<file path="src/rtl/mcdp_pkg.sv">
// Shared constants for the multi-cycle datapath: opcodes, FSM state
// encoding and instruction field positions.
package mcdp_pkg;

    localparam logic [3:0] OP_ADD  = 4'h0;
    localparam logic [3:0] OP_SUB  = 4'h1;
    localparam logic [3:0] OP_AND  = 4'h2;
    localparam logic [3:0] OP_OR   = 4'h3;
    localparam logic [3:0] OP_XOR  = 4'h4;
    localparam logic [3:0] OP_SLT  = 4'h5;
    localparam logic [3:0] OP_ADDI = 4'h6;
    localparam logic [3:0] OP_LW   = 4'h7;
    localparam logic [3:0] OP_SW   = 4'h8;
    localparam logic [3:0] OP_BEQ  = 4'h9;
    localparam logic [3:0] OP_JMP  = 4'hA;
    localparam logic [3:0] OP_HALT = 4'hF;

    localparam logic [2:0] ST_IDLE   = 3'd0;
    localparam logic [2:0] ST_FETCH  = 3'd1;
    localparam logic [2:0] ST_DECODE = 3'd2;
    localparam logic [2:0] ST_EXEC   = 3'd3;
    localparam logic [2:0] ST_MEM    = 3'd4;
    localparam logic [2:0] ST_WB     = 3'd5;
    localparam logic [2:0] ST_HALT   = 3'd6;

    localparam int OP_HI = 15;
    localparam int OP_LO = 12;
    localparam int RS_HI = 11;
    localparam int RS_LO = 8;
    localparam int RT_HI = 7;
    localparam int RT_LO = 4;
    localparam int RD_HI = 3;
    localparam int RD_LO = 0;

    // Ops whose second ALU operand is the zero-extended 4-bit immediate.
    function automatic logic uses_imm(input logic [3:0] op);
        return (op == OP_ADDI) || (op == OP_LW) || (op == OP_SW);
    endfunction

endpackage

</file>
<file path="src/rtl/mcdp_alu.sv">
// Combinational ALU for the multi-cycle datapath. Compare flags are always
// the unsigned relation of a vs b; ops without an arithmetic result
// (JMP, NOP, HALT) produce result 0 and cout 0.
module mcdp_alu
    import mcdp_pkg::*;
#(
    parameter int DATA_W = 16
) (
    input  logic [3:0]        op,
    input  logic [DATA_W-1:0] a,
    input  logic [DATA_W-1:0] b,
    output logic [DATA_W-1:0] result,
    output logic              cout,
    output logic              lt,
    output logic              eq,
    output logic              gt
);

    logic [DATA_W:0] sum;
    logic [DATA_W:0] diff;

    assign sum  = {1'b0, a} + {1'b0, b};
    assign diff = {1'b0, a} + {1'b0, ~b} + {{DATA_W{1'b0}}, 1'b1};

    // Result/carry select by opcode; BEQ reuses the subtractor.
    always_comb begin
        result = '0;
        cout   = 1'b0;
        case (op)
            OP_ADD, OP_ADDI, OP_LW, OP_SW: begin
                result = sum[DATA_W-1:0];
                cout   = sum[DATA_W];
            end
            OP_SUB, OP_BEQ: begin
                result = diff[DATA_W-1:0];
                cout   = diff[DATA_W];
            end
            OP_AND:  result = a & b;
            OP_OR:   result = a | b;
            OP_XOR:  result = a ^ b;
            OP_SLT:  result = {{(DATA_W-1){1'b0}}, (a < b)};
            default: result = '0;
        endcase
    end

    assign lt = (a < b);
    assign eq = (a == b);
    assign gt = (a > b);

endmodule

</file>
<file path="src/rtl/multicycle_datapath.sv">
// Multi-cycle datapath: PC, IR, 16-entry register file, data memory and
// FSM sequencing of fetch/decode/execute/memory/writeback.
// Optional feature macro: SINGLE_STEP_EN (adds `step`, gating FETCH).
//
//  state  | meaning
//  IDLE   | waiting for start
//  FETCH  | IR <= instr_data, PC <= PC+1 (gated by step when single-stepping)
//  DECODE | A <= R[rs], B <= R[rt]
//  EXEC   | ALU result/flags registered; BEQ/JMP update PC
//  MEM    | SW writes data memory; LW registers the read word
//  WB     | register file write, wb_en pulse
//  HALT   | stopped until clear
module multicycle_datapath
    import mcdp_pkg::*;
#(
    parameter int DATA_W     = 16,
    parameter int PC_W       = 8,
    parameter int DMEM_DEPTH = 16
) (
    input  logic              clk,
    input  logic              clear,
    input  logic              start,
`ifdef SINGLE_STEP_EN
    input  logic              step,
`endif
    output logic [PC_W-1:0]   instr_addr,
    input  logic [15:0]       instr_data,
    output logic [PC_W-1:0]   pc,
    output logic [DATA_W-1:0] alu_out,
    output logic              lt,
    output logic              eq,
    output logic              gt,
    output logic              cout,
    output logic              wb_en,
    output logic [3:0]        wb_addr,
    output logic [DATA_W-1:0] wb_data,
    output logic              busy,
    output logic              halted
);

    localparam int DA_W = $clog2(DMEM_DEPTH);

    logic [2:0]        state;
    logic [2:0]        state_nx;
    logic [PC_W-1:0]   pc_q;
    logic [15:0]       ir;
    logic [DATA_W-1:0] regs [16];
    logic [DATA_W-1:0] a_q;
    logic [DATA_W-1:0] b_q;
    logic [DATA_W-1:0] mdr;
    logic [DATA_W-1:0] dmem [DMEM_DEPTH];

    logic [3:0]        op;
    logic [3:0]        rs;
    logic [3:0]        rt;
    logic [3:0]        rd;
    logic [3:0]        dest;
    logic [DATA_W-1:0] op_b;
    logic [DATA_W-1:0] alu_res;
    logic              alu_cout;
    logic              alu_lt;
    logic              alu_eq;
    logic              alu_gt;
    logic [PC_W-1:0]   br_off;
    logic [PC_W-1:0]   jmp_target;
    logic [DATA_W-1:0] wb_val;
    logic [DA_W-1:0]   dmem_addr;
    logic              fetch_go;

`ifdef SINGLE_STEP_EN
    assign fetch_go = step;
`else
    assign fetch_go = 1'b1;
`endif

    assign op   = ir[OP_HI:OP_LO];
    assign rs   = ir[RS_HI:RS_LO];
    assign rt   = ir[RT_HI:RT_LO];
    assign rd   = ir[RD_HI:RD_LO];
    assign dest = (op <= OP_SLT) ? rd : rt;

    assign op_b       = uses_imm(op) ? {{(DATA_W-4){1'b0}}, rd} : b_q;
    assign br_off     = {{(PC_W-4){rd[3]}}, rd};
    assign jmp_target = PC_W'(ir[RS_HI:0]);
    assign dmem_addr  = alu_out[DA_W-1:0];

    mcdp_alu #(.DATA_W(DATA_W)) u_alu (
        .op     (op),
        .a      (a_q),
        .b      (op_b),
        .result (alu_res),
        .cout   (alu_cout),
        .lt     (alu_lt),
        .eq     (alu_eq),
        .gt     (alu_gt)
    );

    // Next-state sequencing; the path out of EXEC depends on the opcode.
    always_comb begin
        state_nx = state;
        case (state)
            ST_IDLE:   if (start) state_nx = ST_FETCH;
            ST_FETCH:  if (fetch_go) state_nx = ST_DECODE;
            ST_DECODE: state_nx = ST_EXEC;
            ST_EXEC: begin
                case (op)
                    OP_ADD, OP_SUB, OP_AND, OP_OR, OP_XOR, OP_SLT, OP_ADDI:
                        state_nx = ST_WB;
                    OP_LW, OP_SW: state_nx = ST_MEM;
                    OP_HALT:      state_nx = ST_HALT;
                    default:      state_nx = ST_FETCH;
                endcase
            end
            ST_MEM:    state_nx = (op == OP_LW) ? ST_WB : ST_FETCH;
            ST_WB:     state_nx = ST_FETCH;
            ST_HALT:   state_nx = ST_HALT;
            default:   state_nx = ST_IDLE;
        endcase
    end

    // Architectural state: FSM, PC, IR, operand latches, ALU result/flags, registers.
    always_ff @(posedge clk or posedge clear) begin
        if (clear) begin
            state   <= ST_IDLE;
            pc_q    <= '0;
            ir      <= '0;
            a_q     <= '0;
            b_q     <= '0;
            alu_out <= '0;
            lt      <= 1'b0;
            eq      <= 1'b0;
            gt      <= 1'b0;
            cout    <= 1'b0;
            for (int i = 0; i < 16; i++) regs[i] <= '0;
        end else begin
            state <= state_nx;
            case (state)
                ST_FETCH: begin
                    if (fetch_go) begin
                        ir   <= instr_data;
                        pc_q <= pc_q + PC_W'(1);
                    end
                end
                ST_DECODE: begin
                    a_q <= regs[rs];
                    b_q <= regs[rt];
                end
                ST_EXEC: begin
                    alu_out <= alu_res;
                    cout    <= alu_cout;
                    lt      <= alu_lt;
                    eq      <= alu_eq;
                    gt      <= alu_gt;
                    if (op == OP_BEQ && alu_eq) pc_q <= pc_q + br_off;
                    if (op == OP_JMP)           pc_q <= jmp_target;
                end
                ST_WB: begin
                    if (wb_en) regs[dest] <= wb_val;
                end
                default: ;
            endcase
        end
    end

    // Data memory is not reset; clear held at an edge suppresses the write.
    always_ff @(posedge clk) begin
        if (!clear && state == ST_MEM) begin
            if (op == OP_SW) dmem[dmem_addr] <= b_q;
            mdr <= dmem[dmem_addr];
        end
    end

    assign wb_val     = (op == OP_LW) ? mdr : alu_out;
    assign wb_en      = (state == ST_WB) && (dest != 4'd0);
    assign wb_addr    = wb_en ? dest : 4'd0;
    assign wb_data    = wb_en ? wb_val : '0;
    assign pc         = pc_q;
    assign instr_addr = pc_q;
    assign busy       = (state != ST_IDLE) && (state != ST_HALT);
    assign halted     = (state == ST_HALT);

endmodule

</file>
<file path="config.mk">
export PLATFORM = sky130hd
export DESIGN_NAME = multicycle_datapath
export DESIGN_NICKNAME = d
export VERILOG_FILES = /design/src/rtl/mcdp_pkg.sv /design/src/rtl/mcdp_alu.sv /design/src/rtl/multicycle_datapath.sv
export SDC_FILE = /design/constraint.sdc
export NUM_CORES = 1
export LEC_CHECK = 0
export ABC_CLOCK_PERIOD_IN_PS = 12150
export CORE_UTILIZATION = 45
export DETAILED_ROUTE_END_ITERATION = 6
export SYNTH_ARGS = -nofsm -noshare
export SYNTH_HDL_FRONTEND = slang
export SYNTH_HIERARCHICAL = 1
export SYNTH_SLANG_ARGS = --single-unit
</file>
<file path="constraint.sdc">
create_clock -name clk -period 12.15 [get_ports clk]
set_input_delay 1.8225 -clock clk [delete_from_list [all_inputs] [get_ports clk]]
set_output_delay 1.8225 -clock clk [all_outputs]
set_load 0.01 [all_outputs]
</file>
==> impl_metrics.env <==
export IMPL_outcome="completed"
export IMPL_dieArea_um2=67800
export IMPL_tns_ns=0
export IMPL_cap_viol_max_count=0
export IMPL_synth_compound_area_frac=0.0892
export IMPL_clock_fmax_mhz=179
export IMPL_cts_root_buf="clkbuf_16"
export IMPL_path_max_fanout=33
export IMPL_core_area_um2=65900
export IMPL_htreeDepth=3
export IMPL_synth_area_leader_cell="dfrtp_1"
export IMPL_synthesis_area_um2=30000
export IMPL_hp_class="flip-flop to flip-flop"
export IMPL_die_x_um=260
export IMPL_ff2ff_setup_slack_ns=7.06
export IMPL_synth_area_leaders="dfrtp_1 28%, edfxtp_1 27%, mux4_2 15%"
export IMPL_synth_xor_area_frac=0.00117
export IMPL_grt_max_degree=112
export IMPL_final_setup_viol_count=0
export IMPL_layout_cells_non_filler=3269
export IMPL_row_count=94
export IMPL_cts_num_sinks=607
export IMPL_seq_area_frac_synth=0.551
export IMPL_cp_arrival_ns=3.78
export IMPL_synth_seq_cells=607
export IMPL_nFillCells=5553
export IMPL_diodes=0
export IMPL_dp_cells=3146
export IMPL_worstReg2RegStart="ir[13]"
export IMPL_ant_nets=0
export IMPL_tightest_slew_ns=1.20
export IMPL_slew_violations=0
export IMPL_layout_commonest_cell="dfrtp_1"
export IMPL_io_pins=78
export IMPL_layout_min_cycle_time_ns=5.60
export IMPL_synth_mux_area_frac=0.205
export IMPL_p_leak_nw=13.3
export IMPL_first_pass_iters=6
export IMPL_synth_top_family_by_area="multiplexers"
export IMPL_synth_top_area_frac=0.279
export IMPL_dpl_hpwl_um=56700
export IMPL_vias_per_cell=6.14
export IMPL_post_cts_buffers=0
export IMPL_crit_type="flip-flop to output port"
export IMPL_max_slew_margin=0.202
export IMPL_die_h_um=260
export IMPL_multi_input_area_um2=12600
export IMPL_drive_above_1_share=0.218
export IMPL_grt_pass1_wl_um=129000
export IMPL_port_buffer_count=77
export IMPL_required_ns=10.33
export IMPL_fin_nets=2439
export IMPL_holdBufCountCts=0
export IMPL_crit_path_end_kind="output port"
export IMPL_gr_total_overflow=0
export IMPL_worst_r2r_path_depth=13
export IMPL_syn_nets=2413
export IMPL_initial_utilization=0.456
export IMPL_synthSimpleGateAreaFrac=0.0913
export IMPL_cts_tree="yes"
export IMPL_mostFrequentLayoutCells="328 x dfrtp_1, 272 x edfxtp_1, 253 x nand2_1"
export IMPL_synth_cell_types=85
export IMPL_drc=0
export IMPL_wl_per_cell_um=26.7
export IMPL_antenna_found_initial=1
export IMPL_numCtsBuffers=68
export IMPL_finalHoldViolations=0
export IMPL_route_vias_total=20100
export IMPL_powerDensity_nw_per_um2=245
export IMPL_area_growth_pct=13.3
export IMPL_synth_edff_count=272
export IMPL_rsz0062_at_grt="no"
export IMPL_worstSkewPairLatency_ns=0.62
export IMPL_min_from="regs[244]"
export IMPL_syn_inst=2327
export IMPL_synth_adder_area_share=0.0287
export IMPL_track_usage=0.261
export IMPL_r2r_end="instr_addr[3]"
export IMPL_synthFlopType="dfrtp_1"
export IMPL_register_area_um2=16600
export IMPL_fin_crit_sh=0.461
export IMPL_worst_hold_path_endpoint="regs[244]"
export IMPL_async_flop_share=0.552
export IMPL_drt_iter0_drc=2132
export IMPL_grt_pass1_vias=19400
export IMPL_gp_congestion=0.936
export IMPL_min_path_cells=0
export IMPL_drt_total_wl_um=87100
export IMPL_ctsResizeCount=0
export IMPL_clock_tree_buffer_depth=3
export IMPL_max_vdd_ir_drop_uv=98.4
export IMPL_syn_area_per_cell_um2=12.9
export IMPL_yosysWarnings=6
export IMPL_skew_ns=0.0321
export IMPL_cp_start_kind="flip-flop"
export IMPL_cts_clk_slew_worst_paths_ns=0.06
-- report_power, final --
group	total, mW	switching [mW]	leakage, nW	internal (mW)
logic	3.19	1.85	5.22	1.34
clock network	2.11	0.880	1.10	1.23
registers	3.04	0.498	7.02	2.54
-- sequential cells by signal, summed over array words and instances, names as in the netlist --
register / flops
cout: 1
regs: 256
dmem: 256
eq: 1
a_q: 16
alu_out: 16
b_q: 16
lt: 1
state: 3
instr_addr: 8
ir: 16
mdr: 16
gt: 1
-- Yosys cell counts (all sizes together) (6+ instances only) --
library cell / instances
o211ai: 26
a211oi: 18
nor4: 12
a22oi: 29
a21oi: 149
nand3: 30
nand2b: 11
ha: 64
a31oi: 7
buf: 55
nor2: 223
o21a: 7
o31ai: 8
o22ai: 6
o21ai: 126
mux2: 90
and2: 19
a221oi: 6
nand2: 253
or2: 6
mux4: 206
edfxtp: 272
and3: 7
or3: 6
dfrtp: 335
nor2b: 9
nand4: 7
clkbuf: 135
nor3: 16
inv: 56
mux2i: 49
a21o: 7
-- cell families after synthesis --
| kind of cell | after synthesis |
|---|---|
| flops | 607 |
| xor+xnor | 4 |
| simple gates | 622 |
| buf+inv | 246 |
| mux | 345 |
| compound gates | 436 |
| fa+ha+maj | 67 |
-- layer usage --
layer / global-route usage / up-vias / part of all wire
li1: - / 8727 / -
met1: 0.386 / 10400 / 0.44
met2: 0.400 / 769 / 0.46
met3: 0.0438 / 137 / 0.073
met4: 0.0697 / 0 / 0.023
met5: 0 / - / 0
-- worst max-delay path: stages (launching register included) --
cell,delay (ns)
dfrtp_1,0.71
nand3_1,0.20
or2_2,0.32
buf_4,0.29
mux2i_1,0.95
nor2_1,0.12
clkdlybuf4s50_1,0.52
-- cell type report --
type | count | area share
flip-flops and latches | 607 | 0.487
multi-input cells | 1474 | 0.370
inverters | 56 | 0.00640
clock buffers | 86 | 0.0539
repair buffers | 146 | 0.0380
well taps | 864 | 0.0318
clock inverters | 36 | 0.0128
-- stage by stage --
| step | worst slack, ns | cell area (um^2) | hold WS (ns) | util | total power [mW] |
|---|---|---|---|---|---|
| 2_1_floorplan | 1.05 | 30000 | 0.441 | - | 5.12 |
| 3_3_place_gp | 7.17 | 31700 | 0.376 | 0.482 | 6.17 |
| 3_5_place_dp | 7.13 | 31700 | 0.383 | 0.482 | 6.23 |
| 4_1_cts | 6.55 | 34000 | 0.396 | 0.516 | 8.35 |
| 5_1_grt | 6.30 | 34000 | 0.407 | 0.516 | 8.75 |
| 6_report | 6.55 | 34000 | 0.395 | 0.516 | 8.35 |
-- worst max path at each step --
stage	from	end	cells past startpoint
final	ir[13]	wb_data[3]	6
after global routing	ir[13]	wb_data[3]	6
after CTS	ir[13]	wb_data[3]	6
after detailed placement	ir[13]	instr_addr[3]	13
after global placement	clear	dmem[0][4]	5
after floorplan	clear	a_q[0]	1
No activity file was read; power rests on OpenSTA's default activity.
